`config.mk`:
```
export PLATFORM = sky130hd
export DESIGN_NAME = aidan_mcnay_prime_ctrl
export DESIGN_NICKNAME = d
export VERILOG_FILES = /design/src/rtl/aidan_mcnay_prime_ctrl_pkg.sv /design/src/rtl/aidan_mcnay_prime_ctrl.sv
export SDC_FILE = /design/constraint.sdc
export NUM_CORES = 1
export LEC_CHECK = 0
export CORE_MARGIN = 1.5
export CORE_UTILIZATION = 45
export CTS_CLUSTER_SIZE = 40
export DETAILED_ROUTE_END_ITERATION = 8
export GPL_ROUTABILITY_DRIVEN = 1
export GPL_TIMING_DRIVEN = 0
export PLACE_DENSITY = 0.76
export SYNTH_ARGS = -nofsm -noshare
export SYNTH_HDL_FRONTEND = slang
export SYNTH_SLANG_ARGS = --single-unit
```
`constraint.sdc`:
```
create_clock -name clk -period 2.7 [get_ports clk]
set_clock_uncertainty 0.05 [all_clocks]
set_input_delay 0.405 -clock clk [delete_from_list [all_inputs] [get_ports clk]]
set_output_delay 0.405 -clock clk [all_outputs]
set_load 0.005 [all_outputs]
```
`src/rtl/aidan_mcnay_prime_ctrl_pkg.sv`:
```
// ----------------------------------------------------------------------------
// aidan_mcnay_prime_ctrl_pkg
//   Shared definitions for the trial-division prime controller.
//   Holds:
//   - the controller state encoding (3 bits)
//   - the first trial divisor and its square
// ----------------------------------------------------------------------------
package aidan_mcnay_prime_ctrl_pkg;

    typedef enum logic [2:0] {
        PC_IDLE  = 3'd0,
        PC_CHECK = 3'd1,
        PC_REQ   = 3'd2,
        PC_WAIT  = 3'd3,
        PC_DONE  = 3'd4
    } pc_state_e;

    // Trial division starts at d=2, so the running square starts at 4.
    localparam int unsigned FIRST_DIV = 2;
    localparam int unsigned FIRST_SQ  = 4;

endpackage

```
`src/rtl/aidan_mcnay_prime_ctrl.sv`:
```
// ----------------------------------------------------------------------------
// aidan_mcnay_prime_ctrl
//   Trial-division prime detector. It sits directly upstream of a remainder
//   divider.
//   - It accepts a candidate n.
//   - It asks the divider for n % d for d = 2, 3, ... while d*d <= n.
//   - It reports whether n is prime and the smallest factor of n.
//
//   Ports
//     clk, reset                   clock; synchronous active-low reset
//     num, istream_val/rdy         candidate input stream
//     is_prime, factor,            result output stream (factor = 0 when n
//       ostream_val/rdy              is prime or n < 2)
//     div_opa/opb,                 request to the divider (n, d)
//       div_istream_val/rdy
//     div_result,                  remainder n % d from the divider
//       div_ostream_val/rdy
// ----------------------------------------------------------------------------
module aidan_mcnay_prime_ctrl
    import aidan_mcnay_prime_ctrl_pkg::*;
#(
    parameter int unsigned nbits = 16
) (
    input  logic             clk,
    input  logic             reset,

    input  logic [nbits-1:0] num,
    input  logic             istream_val,
    output logic             istream_rdy,

    output logic             is_prime,
    output logic [nbits-1:0] factor,
    output logic             ostream_val,
    input  logic             ostream_rdy,

    output logic [nbits-1:0] div_opa,
    output logic [nbits-1:0] div_opb,
    output logic             div_istream_val,
    input  logic             div_istream_rdy,

    input  logic [nbits-1:0] div_result,
    input  logic             div_ostream_val,
    output logic             div_ostream_rdy
);

    localparam int unsigned SQW = 2 * nbits;

    pc_state_e        state_q, state_d;
    logic [nbits-1:0] n_q, n_d;
    logic [nbits-1:0] d_q, d_d;
    logic [SQW-1:0]   sq_q, sq_d;          // invariant: sq_q == d_q * d_q
    logic             is_prime_q, is_prime_d;
    logic [nbits-1:0] factor_q, factor_d;

    // (d+1)^2 = d^2 + 2d + 1. The sum is kept at full 2*nbits width, so it
    // cannot wrap even at d = 2^(nbits/2).
    logic [SQW-1:0]   sq_next;
    assign sq_next = sq_q + {{(nbits-1){1'b0}}, d_q, 1'b1};

    always_ff @(posedge clk) begin
        if (!reset) begin
            state_q    <= PC_IDLE;
            n_q        <= '0;
            d_q        <= '0;
            sq_q       <= '0;
            is_prime_q <= 1'b0;
            factor_q   <= '0;
        end else begin
            state_q    <= state_d;
            n_q        <= n_d;
            d_q        <= d_d;
            sq_q       <= sq_d;
            is_prime_q <= is_prime_d;
            factor_q   <= factor_d;
        end
    end

    always_comb begin
        state_d         = state_q;
        n_d             = n_q;
        d_d             = d_q;
        sq_d            = sq_q;
        is_prime_d      = is_prime_q;
        factor_d        = factor_q;
        istream_rdy     = 1'b0;
        ostream_val     = 1'b0;
        div_istream_val = 1'b0;
        div_ostream_rdy = 1'b0;

        unique case (state_q)
            PC_IDLE: begin
                istream_rdy = 1'b1;
                if (istream_val) begin
                    n_d     = num;
                    d_d     = nbits'(FIRST_DIV);
                    sq_d    = SQW'(FIRST_SQ);
                    state_d = PC_CHECK;
                end
            end
            PC_CHECK: begin
                if (n_q < nbits'(2)) begin
                    is_prime_d = 1'b0;
                    factor_d   = '0;
                    state_d    = PC_DONE;
                end else if (sq_q > {{nbits{1'b0}}, n_q}) begin
                    is_prime_d = 1'b1;
                    factor_d   = '0;
                    state_d    = PC_DONE;
                end else begin
                    state_d = PC_REQ;
                end
            end
            PC_REQ: begin
                div_istream_val = 1'b1;
                if (div_istream_rdy) state_d = PC_WAIT;
            end
            PC_WAIT: begin
                div_ostream_rdy = 1'b1;
                if (div_ostream_val) begin
                    if (div_result == '0) begin
                        is_prime_d = 1'b0;
                        factor_d   = d_q;
                        state_d    = PC_DONE;
                    end else begin
                        d_d     = d_q + nbits'(1);
                        sq_d    = sq_next;
                        state_d = PC_CHECK;
                    end
                end
            end
            PC_DONE: begin
                ostream_val = 1'b1;
                if (ostream_rdy) state_d = PC_IDLE;
            end
            default: state_d = PC_IDLE;
        endcase
    end

    // Operands are driven straight from the registers. They therefore stay
    // stable for as long as REQ holds div_istream_val high.
    assign div_opa  = n_q;
    assign div_opb  = d_q;
    assign is_prime = is_prime_q;
    assign factor   = factor_q;

endmodule

```
* After elaboration in Yosys (flattened, before gate mapping)
Cells that the tools add are included.
Word-level totals: flip-flop bits (word level) 84, output and inout port bits 53, input bits 38
Operators by class: magnitude comparators 2, reduce and logical (&&, ||, !) cells 8, muxes and demuxes 30, eq/ne operators 11, add/sub/neg operators 2
Operators by type and width (count):
- $mux 16 | 7
- $mux 32 | 3
- $pmux 16 s2 | 2
- $pmux 32 s2 | 1
- $add 32x17->32 | 1
- $gt 32x16->1 | 1
- $mux 3 | 7
- $add 16x1->16 const B | 1
- $logic_not 16->1 | 1
- $lt 16x2->1 const B | 1
- $pmux 3 s5 | 1
- $ne 2x2->1 const B | 6
- $reduce_and 4->1 | 3
- $mux 1 | 8
- $eq 3x2->1 const B | 2
- $reduce_bool 2->1 | 2
- $eq 3x1->1 const B | 1
- $eq 3x3->1 const B | 1
- $logic_not 3->1 | 1
- $ne 3x3->1 const B | 1
- $pmux 1 s2 | 1
- $reduce_and 2->1 | 1

* Logic depth before layout (Yosys ltp)
Gate-level depths: netlist (run 1).
depth after elaboration 4, gate-level depth with buffers 11, depth with buffers taken out 9

* Worst setup path before layout (run 1)
No wires, ideal clock.
kind register -> register, start point reg d_q[8], in the netlist div_opb[8], end point reg sq_q[22], setup slack 0.445 ns, buffers on the path 1, setup time 0.132 ns, cell stages (with the launch flop) 10, data required time 2.518 ns, data arrival time 2.072 ns, path through dfxtp_1 > ha_1 > a21o_1 > a21o_1 > a2111oi_2 > a211oi_2 > a31oi_4 > buf_6 > or3_1 > a21oi_1
Between the ends: word-level cells in the longest chain between the ends 4
RTL lines:
- from (decl) | RTL line aidan_mcnay_prime_ctrl.sv:50 | logic [nbits-1:0] d_q, d_d;
- from (signal assigned) | RTL line aidan_mcnay_prime_ctrl.sv:64 | d_q <= '0;
- from (signal assigned) | RTL line aidan_mcnay_prime_ctrl.sv:71 | d_q <= d_d;
- $add 32x17->32 | RTL line aidan_mcnay_prime_ctrl.sv:58 | assign sq_next = sq_q + {{(nbits-1){1'b0}}, d_q, 1'b1};
- $mux 32 | RTL line aidan_mcnay_prime_ctrl.sv:120 | if (div_result == '0) begin
- $mux 32 | RTL line aidan_mcnay_prime_ctrl.sv:119 | if (div_ostream_val) begin
- $pmux 32 s2 | RTL line aidan_mcnay_prime_ctrl.sv:90 | unique case (state_q)
- to (signal assigned) | RTL line aidan_mcnay_prime_ctrl.sv:72 | sq_q <= sq_d;
- to (decl) | RTL line aidan_mcnay_prime_ctrl.sv:51 | logic [SQW-1:0] sq_q, sq_d;
No other way between the ends. The select of a mux whose other input is x is not followed. A chain may end at the register's enable or synchronous reset.

* Final worst setup path (run 1)
start point reg d_q[2], in the netlist div_opb[2], end point reg sq_q[30]
Same word-level chain as after synthesis.

==> flow_summary.json, run 1 <==
{
  "status": "finished, final reports clean",
  "coreArea_um2": 10300,
  "cts_sinks": 84,
  "clk_latency_ns": 0.35,
  "finalCriticalPeriod_ns": 2.62,
  "worstSetupStartpointType": "flip-flop",
  "dieArea_um2": 11300,
  "worst-setup-path-type": "flip-flop to flip-flop",
  "die_h_um": 106,
  "p_leak_nw": 2.34,
  "min_path_cells": 2,
  "grt_max_degree": 15,
  "rsz0062_at_grt": "no",
  "synth_top_area_share_pct": 35.0,
  "port-buffer-count": 89,
  "wl_per_cell_um": 15.6,
  "endpoint_kind": "flip-flop",
  "yosys_most_used_dff": "dfxtp_1",
  "seqCellArea_um2": 1690,
  "fillers": 893,
  "drv_slew": 0,
  "critPathMaxFanout": 10,
  "ios": 91,
  "min_to": "factor[13]$_SDFFE_PN0P_",
  "grt_pass1_wl_um": 21700,
  "antenna_found_initial": 0,
  "cts_buffer_depth": 2,
  "finalSetupViolations": 0,
  "vias": 4697,
  "area_delta_synth_final_pct": 28.9,
  "initial_core_util_pct": 46.5,
  "synth_area_um2": 4800,
  "hp-start": "factor[13]$_SDFFE_PN0P_",
  "synth_seq_cells": 84,
  "r2r-end": "sq_q[30]$_SDFFE_PN0P_",
  "gp_congestion": 0.895,
  "nets": 763,
  "async_reset_ff_share_pct": 0,
  "path_clk_slew_ns": 0.08,
  "finalWirelength_um": 12900,
  "multi_input_area_um2": 2960,
  "routed_via_density": 5.65,
  "overflow": 0,
  "synth.most_common_cell": "dfxtp_1",
  "drc": 0,
  "first_pass_iters": 5,
  "synth.area.top_cells": "dfxtp_1, ha_1, nand2_1",
  "critPathRequiredTime_ns": 2.93,
  "fin_cells": 832,
  "synth_top_area_cell": "dfxtp_1",
  "grt_usage_pct": 23.7,
  "crit_arrival_ns": 2.84,
  "r2r_setup_slack_ns": 0.08,
  "tightest_slew_ns": 0.796,
  "cap_violations": 0,
  "hold_viol": 0,
  "ant_nets": 0,
  "worst_ir_drop_vdd_uv": 453,
  "place_ws_ns": -0.255,
  "yosysSeqAreaShare_pct": 35.0,
  "grt_pass1_vias": 4593,
  "first_iter_violations": 352,
  "r2r_start": "div_opb[2]$_SDFFE_PN0P_",
  "worst-r2r-cell-count": 9,
  "root_buffer": "clkbuf_8",
  "hp-class": "flip-flop to flip-flop",
  "place_inst": 813,
  "insertedDiodeCount": 0,
  "yosysWarnings": 0,
  "die_w_um": 106,
  "layout-drive-gt1-share_pct": 7.76,
  "finalCritPeriodShare_pct": 97.0,
  "syn-num-nets": 660,
  "p_per_area_nw_per_um2": 566,
  "h-tree-depth": 3,
  "synth.avg_cell_area_um2": 8.17,
  "rows": 37,
  "synth_common_cells": "dfxtp_1, nand2_1, a21oi_1",
  "cts_buffers": 9,
  "slew_headroom_pct": 46.5,
  "cts_tree": "yes",
  "synth_edf_count": 0,
  "place_hpwl_um": 9970,
  "fin_ws_ns": 0.0801,
  "fmax_ghz": 0.382,
  "synth.distinct_cells": 62,
  "postSynthCellCount": 588
}
==> how the worst max path moves through the flow <==
stage,slack (ns),start,endpoint
2_1_floorplan,0.45,div_opb[8]$_SDFFE_PN0P_,sq_q[22]$_SDFFE_PN0P_
3_3_place_gp,-0.17,div_result[10],sq_q[17]$_SDFFE_PN0P_
3_5_place_dp,-0.25,div_result[10],sq_q[17]$_SDFFE_PN0P_
4_1_cts,0.007,state_q[0]$_SDFFE_PN0P_,div_ostream_rdy
5_1_grt,0.007,div_opb[2]$_SDFFE_PN0P_,sq_q[30]$_SDFFE_PN0P_
6_report,0.08,div_opb[2]$_SDFFE_PN0P_,sq_q[30]$_SDFFE_PN0P_
==> through the flow <==
step	hold WS (ns)	total power [mW]	TNS (ns)	instance area [um2]	utilization, %
3_3_place_gp	0.397	2.39	-1.83	5860	56.8
6_report	0.412	3.50	0	6190	60.0
4_1_cts	0.416	3.49	0	6110	59.2
5_1_grt	0.440	3.69	0	6190	60.0
2_1_floorplan	0.394	2.02	0	4800	-
3_5_place_dp	0.405	2.42	-2.71	5860	56.8
==> state kept, by name, summed over array words and instances (netlist names) <==
register / cells
div_opa: 16
factor: 16
div_opb: 16
sq_q: 32
is_prime: 1
state_q: 3
==> cell type report <==
type / count / area share [%]
inverter: 23 / 1.39
timing repair buffer: 92 / 14.8
multi-input combinational: 455 / 47.8
clock buffer: 10 / 2.06
tap: 136 / 2.75
sequential: 84 / 27.2
clock inverter: 6 / 1.82
buffer: 26 / 2.16
==> critical path, cell delays in order, from the launching register on <==
cell	delay (ns)
dfxtp_1	0.41
ha_1	0.43
o21ai_0	0.16
o211ai_2	0.21
nand3_1	0.18
a211oi_4	0.30
a31oi_4	0.15
buf_6	0.17
or3_1	0.31
a21oi_1	0.16
==> cell usage in the layout, fill, tap and decap left out, types with 3 or more instances in the layout <==
cell type | Yosys | routed
nand4_1 | 16 | 16
ha_1 | 33 | 32
o21a_1 | 6 | 5
a21oi_1 | 47 | 47
nor2b_1 | 4 | 3
and4_1 | 3 | 3
nand3_1 | 39 | 39
o41ai_1 | 3 | 3
o21ai_0 | 26 | 25
bufinv_16 | 0 | 3
inv_1 | 22 | 22
clkbuf_1 | 17 | 16
buf_4 | 1 | 5
xnor2_1 | 12 | 12
xor2_1 | 15 | 15
a21o_1 | 5 | 5
clkbuf_8 | 0 | 9
buf_2 | 6 | 4
nand2_1 | 83 | 83
and2_1 | 5 | 5
or3_1 | 16 | 16
mux2i_1 | 24 | 24
a22oi_1 | 6 | 6
dfxtp_2 | 0 | 3
nor2_1 | 44 | 44
and3_1 | 5 | 5
dfxtp_1 | 84 | 81
nor4_1 | 13 | 12
nor3_1 | 6 | 6
clkdlybuf4s50_1 | 0 | 89
==> routing by layer <==
metal	vias up	global-route usage (%)	part of all wire (%)
met5	-	0	0
met1	2172	30.7	46
met3	26	3.86	6.4
met2	187	40.0	46
li1	2312	-	-
met4	0	8.30	1.8
==> where the power goes <==
| group | internal [mW] | total (mW) | switching, mW |
|---|---|---|---|
| Clock | 0.617 | 1.08 | 0.460 |
| Combinational | 0.471 | 1.02 | 0.549 |
| Sequential | 1.31 | 1.41 | 0.0950 |
==> logic make-up (layout without fill, tap and decap cells) <==
kind of cell | after synthesis | after routing | synth area share, %
and+or+nand+nor | 250 | 250 | 25.5
adders and majority gates | 34 | 34 | 9.02
muxes | 24 | 24 | 5.00
buffers and inverters | 49 | 157 | 4.38
DFF | 84 | 84 | 35.0
AOI/OAI and AO/OA | 120 | 120 | 16.2
xor gates and xnor gates | 27 | 27 | 4.92
==> repair_timing <==
item | 4_1_cts | 5_1_grt
setup endpoints to repair | 1 | 35
hold buffers | 0 | 0
buffers inserted | 0 | 3
pin swaps | 0 | 2
gates resized for setup | 3 | 15
endpoints found under the hold margin | 0 | 0
Power figures use the tool's default switching activity.
==> inputs of run 2 (changes only) <==
SKIP_LAST_GASP = 1   (was not set)
SLEW_MARGIN = 20   (was not set)
==> results of run 2 <==
No change in the layout: final DEF, timing and power equal those of run 1.
==> inputs of run 3 (changes only) <==
CTS_CLUSTER_SIZE = not set   (was 40)
==> results of run 3 <==
No change in the layout: final DEF, timing and power equal those of run 1.
